**src/rtl/neur_acc_unit.sv**
```systemverilog
// Four-lane mixed-precision (int8/int4/int2 weights) dot-product accumulator seeded with per-lane bias.
// Optional macro NEUR_ACC_SAT_EN: saturating accumulation and a sticky per-lane sat_o port.
module neur_acc_unit #(
    parameter int LANES = 4,
    parameter int LEN_W = 16
) (
    input  logic                  clk_i,
    input  logic                  rst_ni,
    input  logic                  start_i,
    input  logic [LEN_W-1:0]      len_i,
    input  logic [1:0]            prec_i,
    input  logic [32*LANES-1:0]   bias_i,
    input  logic                  mac_valid_i,
    output logic                  mac_ready_o,
    input  logic [31:0]           act_i,
    input  logic [32*LANES-1:0]   wgt_i,
    output logic                  res_valid_o,
    input  logic                  res_ready_i,
    output logic [32*LANES-1:0]   acc_o,
    output logic                  busy_o
`ifdef NEUR_ACC_SAT_EN
    ,
    output logic [LANES-1:0]      sat_o
`endif
);

    typedef enum logic [1:0] {IDLE, ACC, DRAIN, DONE} state_t;

    state_t                 state;
    logic [LEN_W-1:0]       cnt;
    logic [1:0]             prec;
    logic [31:0]            acc       [LANES];
    logic [31:0]            acc_raw   [LANES];
    logic [31:0]            acc_next  [LANES];
    logic signed [17:0]     prod      [LANES];
    logic signed [17:0]     prod_next [LANES];
    logic                   prod_vld;
    logic                   accept;
`ifdef NEUR_ACC_SAT_EN
    logic [LANES-1:0]       ovf;
`endif

    // Narrow weights are sign-extended so every mode feeds the same 8x8 signed multiplier.
    function automatic logic signed [7:0] weight(input logic [31:0] w, input logic [1:0] pr, input int k);
        case (pr)
            2'b01:   return {{4{w[4*k+3]}}, w[4*k+:4]};
            2'b10:   return {{6{w[2*k+1]}}, w[2*k+:2]};
            default: return w[8*k+:8];
        endcase
    endfunction

    function automatic logic signed [17:0] term(input logic signed [7:0] a, input logic signed [7:0] w);
        logic signed [15:0] m;
        m = a * w;
        return {{2{m[15]}}, m};
    endfunction

    assign accept = mac_ready_o & mac_valid_i;

    always_comb begin
        for (int j = 0; j < LANES; j++) begin
            prod_next[j] = '0;
            for (int k = 0; k < 4; k++)
                prod_next[j] = prod_next[j] + term(act_i[8*k+:8], weight(wgt_i[32*j+:32], prec, k));
        end
    end

    // Overflow only possible when both operands share a sign and the result flips it.
    always_comb begin
        for (int j = 0; j < LANES; j++) begin
            acc_raw[j] = acc[j] + {{14{prod[j][17]}}, prod[j]};
`ifdef NEUR_ACC_SAT_EN
            ovf[j] = (acc[j][31] == prod[j][17]) && (acc_raw[j][31] != acc[j][31]);
            acc_next[j] = ovf[j] ? (acc[j][31] ? 32'h8000_0000 : 32'h7FFF_FFFF) : acc_raw[j];
`else
            acc_next[j] = acc_raw[j];
`endif
        end
    end

    always_comb begin
        acc_o = '0;
        for (int j = 0; j < LANES; j++)
            acc_o[32*j+:32] = acc[j];
    end

    always_ff @(posedge clk_i or negedge rst_ni) begin
        if (!rst_ni) begin
            state       <= IDLE;
            cnt         <= '0;
            prec        <= '0;
            prod_vld    <= 1'b0;
            mac_ready_o <= 1'b0;
            res_valid_o <= 1'b0;
            busy_o      <= 1'b0;
            for (int j = 0; j < LANES; j++) begin
                acc[j]  <= '0;
                prod[j] <= '0;
            end
`ifdef NEUR_ACC_SAT_EN
            sat_o       <= '0;
`endif
        end else begin
            prod_vld <= accept;
            if (accept) begin
                for (int j = 0; j < LANES; j++)
                    prod[j] <= prod_next[j];
            end
            if (prod_vld) begin
                for (int j = 0; j < LANES; j++)
                    acc[j] <= acc_next[j];
`ifdef NEUR_ACC_SAT_EN
                sat_o <= sat_o | ovf;
`endif
            end

            case (state)
                IDLE: begin
                    if (start_i) begin
                        for (int j = 0; j < LANES; j++)
                            acc[j] <= bias_i[32*j+:32];
                        cnt    <= len_i;
                        prec   <= prec_i;
                        busy_o <= 1'b1;
`ifdef NEUR_ACC_SAT_EN
                        sat_o  <= '0;
`endif
                        if (len_i != '0) begin
                            state       <= ACC;
                            mac_ready_o <= 1'b1;
                        end else begin
                            state       <= DONE;
                            res_valid_o <= 1'b1;
                        end
                    end
                end
                ACC: begin
                    if (accept) begin
                        cnt <= cnt - 1'b1;
                        if (cnt == LEN_W'(1)) begin
                            mac_ready_o <= 1'b0;
                            state       <= DRAIN;
                        end
                    end
                end
                DRAIN: begin
                    state       <= DONE;
                    res_valid_o <= 1'b1;
                end
                DONE: begin
                    if (res_ready_i) begin
                        state       <= IDLE;
                        res_valid_o <= 1'b0;
                        busy_o      <= 1'b0;
                    end
                end
                default: state <= IDLE;
            endcase
        end
    end

endmodule
```
**config.mk**
```make
export PLATFORM = sky130hd
export DESIGN_NAME = neur_acc_unit
export DESIGN_NICKNAME = d
export VERILOG_FILES = /design/src/rtl/neur_acc_unit.sv
export SDC_FILE = /design/constraint.sdc
export NUM_CORES = 2
export LEC_CHECK = 0
export BUFFER_PORTS_ARGS = -buffer_cell sky130_fd_sc_hd__buf_2
export CAP_MARGIN = 20
export CORE_MARGIN = 2
export CORE_UTILIZATION = 45
export CTS_BUF_LIST = sky130_fd_sc_hd__clkbuf_8
export CTS_CLUSTER_SIZE = 28
export DETAILED_ROUTE_END_ITERATION = 12
export PLACE_DENSITY = 0.65
export SETUP_SLACK_MARGIN = 0.3
export SKIP_LAST_GASP = 1
export SYNTH_ARGS = -nofsm -noshare
export SYNTH_HDL_FRONTEND = slang
export SYNTH_SLANG_ARGS = --single-unit
```
**constraint.sdc**
```tcl
create_clock -name clk_i -period 9.3 [get_ports clk_i]
set_input_delay 0.465 -clock clk_i [delete_from_list [all_inputs] [get_ports clk_i]]
set_output_delay 0.465 -clock clk_i [all_outputs]
set_load 0.03 [all_outputs]
```
==> flow_summary.toml <==
[outcome]
status = "complete, no violations"

[layout]
finalNetCount = 9181
seq_area_mm2 = 0.00561
area_growth_pct = 9.64
fillers = 12765
drive_gt1_share_pct = 9.70
multi_input_area_mm2 = 0.0486

[sta]
fin_tns_setup_ps = 0
finalCritPeriodShare_pct = 92.4
slew_viol_final = 0
final.setup_skew_ps = 52.6
worst_slew_pin_slew_ps = 1100
finalHoldViolCount = 0
relSlewSlack_pct = 26.4
clock.fmax_mhz = 116
setup_viol = 0
rsz0062_at_grt = "no"
fin_crit_ps = 8590

[setup_path]
crit_path_start_kind = "flip-flop"
worstReg2RegEnd = "prod[68]$_DFFE_PN0P_"
worstPathRequired_ps = 9770
regToRegSetupSlack_ps = 710
cp-end-kind = "flip-flop"
crit-reg2reg-launch = "prec[0]$_DFFE_PN0P_"
crit_type = "flip-flop to flip-flop"
crit_top_cell = "fa_1"
slowest_stage = "a221oi_1"
crit_fanout = 27
worst-r2r-cell-count = 27
crit_buf_inv = 5
critPathTopFamily = "adder cells"
critPathMaxStageDelay_ps = 680
crit_arrival_ps = 9060

[floorplan]
die_area_mm2 = 0.138
die_w_um = 372
pin_count = 442
coreArea_mm2 = 0.135
initial_utilization_pct = 45.2
die_y_um = 372
row_count = 135

[placed_design]
dpl.hpwl_mm = 156
place.gp.congestion = 0.938
numPortBuffers = 441

[synth]
ys.flop_type = "dfrtp_1"
synth_fa_ha_area_share_pct = 52.6
synth-simple-area-share_pct = 13.7
synth_top_family_by_area = "adder cells"
synth-compound-area-share_pct = 8.72
synth_mux_area_share_pct = 1.51
seq_area_frac_synth_pct = 9.19
syn_inst = 6662
yosys.area_share.xor_xnor_pct = 3.10
synth-async-reset-ratio_pct = 100
synth_seq_cells = 224
syn_nets = 8769
syn_area_mm2 = 0.0610
avgSynthCellArea_um2 = 9.15
synth_edf_count = 0
ys_types = 71
yosys_warnings = 0

[route]
via_per_inst = 5.30
drc = 0
drtIter0Drc = 3654
via_count = 47131
wl_per_cell_um = 21.0
drtAntennaViolNets = 0
first_pass_iters = 7
wl_mm = 187

[run]
max_cap_violations = 0

[hold_path]
worstHoldEndpoint = "acc_o[126]$_DFF_PN0_"
hold_path_class = "input pin to flip-flop"
holdPathStages = 2
hold_start = "bias_i[126]"

[global_routing]
antenna_found_initial = 17
grt_overflow = 0
grt_use_total_pct = 27.5
grt_max_degree = 103
grt_pass1_wl_mm = 290
grt_pass1_vias = 50203

[clock_network]
cts_sinks = 224
cts_buffers = 44
cts_tree = "yes"
htree_num_levels = 2
clock_latency_ps = 660
clk_pin_slew_ps = 70
clock_path_buffers = 3
cts-root-buf = "clkbuf_8"
## registers in the layout, indices dropped and copies added (netlist names)
name and flops:
prod 72, cnt 16, acc_o 128, mac_ready_o 1, prec 2, state 2, busy_o 1, res_valid_o 1
prod_vld 1
## cell usage after synthesis, types with 10 or more instances
library cell / number / area [um2]
a211oi_1: 28 / 210
a21o_1: 85 / 638
a21oi_1: 279 / 1400
a221oi_1: 17 / 149
a22o_1: 10 / 87.6
a22oi_1: 40 / 300
a31oi_1: 22 / 138
and2_1: 478 / 2990
and3_1: 32 / 200
buf_1: 20 / 75.1
clkbuf_1: 198 / 743
dfrtp_1: 224 / 5610
fa_1: 1276 / 25500
ha_1: 520 / 6510
inv_1: 1591 / 5970
mux2_2: 18 / 203
mux2i_1: 72 / 721
nand2_1: 553 / 2080
nand2b_1: 78 / 488
nand3_1: 35 / 175
nand4_1: 16 / 100
nor2_1: 189 / 709
nor2b_1: 158 / 988
nor3_1: 41 / 205
o21a_1: 25 / 188
o21ai_0: 248 / 1240
o21ai_1: 23 / 115
o21bai_1: 20 / 150
o22ai_1: 14 / 87.6
o31ai_1: 13 / 97.6
or2_2: 20 / 125
or3_1: 13 / 81.3
xnor2_1: 149 / 1310
xor2_1: 67 / 587
## metal layers
layer	routed length [um]	global-route usage, %	up-vias	share of wire (%)
li1	-	-	21106	-
met1	82000	38.7	23904	44
met2	83100	43.2	1842	44
met3	16400	5.59	263	8.7
met4	5350	7.22	16	2.9
met5	110	0	-	0.059
## worst max path at each step
stage | slack [ps] | start | cells past startpoint | endpoint
floorplan | 1220 | prec[1]$_DFFE_PN0P_ | 30 | prod[35]$_DFFE_PN0P_
global placement | 750 | prec[1]$_DFFE_PN0P_ | 27 | prod[16]$_DFFE_PN0P_
detailed placement | 490 | prec[1]$_DFFE_PN0P_ | 29 | prod[16]$_DFFE_PN0P_
CTS | 470 | prec[1]$_DFFE_PN0P_ | 29 | prod[16]$_DFFE_PN0P_
global route | 300 | prec[0]$_DFFE_PN0P_ | 33 | prod[68]$_DFFE_PN0P_
finish | 710 | prec[0]$_DFFE_PN0P_ | 27 | prod[68]$_DFFE_PN0P_
## placed cells by master, fill, tap and decap left out, drive strengths merged, types with 40 or more instances in the layout
| cell | n |
|---|---|
| nand2b | 78 |
| dfrtp | 224 |
| ha | 520 |
| dlygate4sd3 | 40 |
| mux2i | 72 |
| nor2 | 189 |
| fa | 1276 |
| inv | 1604 |
| o21ai | 272 |
| nand2 | 553 |
| a21oi | 279 |
| clkbuf | 53 |
| xnor2 | 149 |
| xor2 | 67 |
| nor3 | 41 |
| nor2b | 158 |
| and2 | 478 |
| a21o | 85 |
| buf | 548 |
| a22oi | 40 |
## kinds of logic after synthesis
family | count (synthesis)
buffers and inverters | 1814
adders and majority gates | 1796
muxes | 90
AOI/OAI and AO/OA | 879
DFF | 224
and+or+nand+nor | 1643
xor gates and xnor gates | 216
## layout make-up
class	instances	share of cell area, %
multi-input combinational	4624	72.8
inverter	1592	8.94
sequential	224	8.39
timing repair buffer	588	5.13
tap	1781	3.33
clock buffer	53	1.09
clock inverter	24	0.333
antenna	6	0.0225
## metrics by stage
step                      cell area [um2]  util, %  setup WS, ps  hold slack, ps  cells
final                               66900     49.5           710            41.2   8892
after global routing                66800     49.5           303            30.2   8886
after CTS                           66800     49.5           472           0.200   8885
after detailed placement            65400     48.5           486             469   8768
after global placement              65400     48.5           746             468   8768
after floorplan                     61000        -          1220             169   6662
## timing repair
action                                 CTS  global route
gates resized for setup                  0            12
endpoints found under the hold margin  101             0
setup endpoints to repair                0            13
buffers inserted                         0             1
hold buffers                            40             0
Power is left out: the tool's default activity adds up to more than one toggle a clock period on the data nets, which glitch-free logic cannot reach.
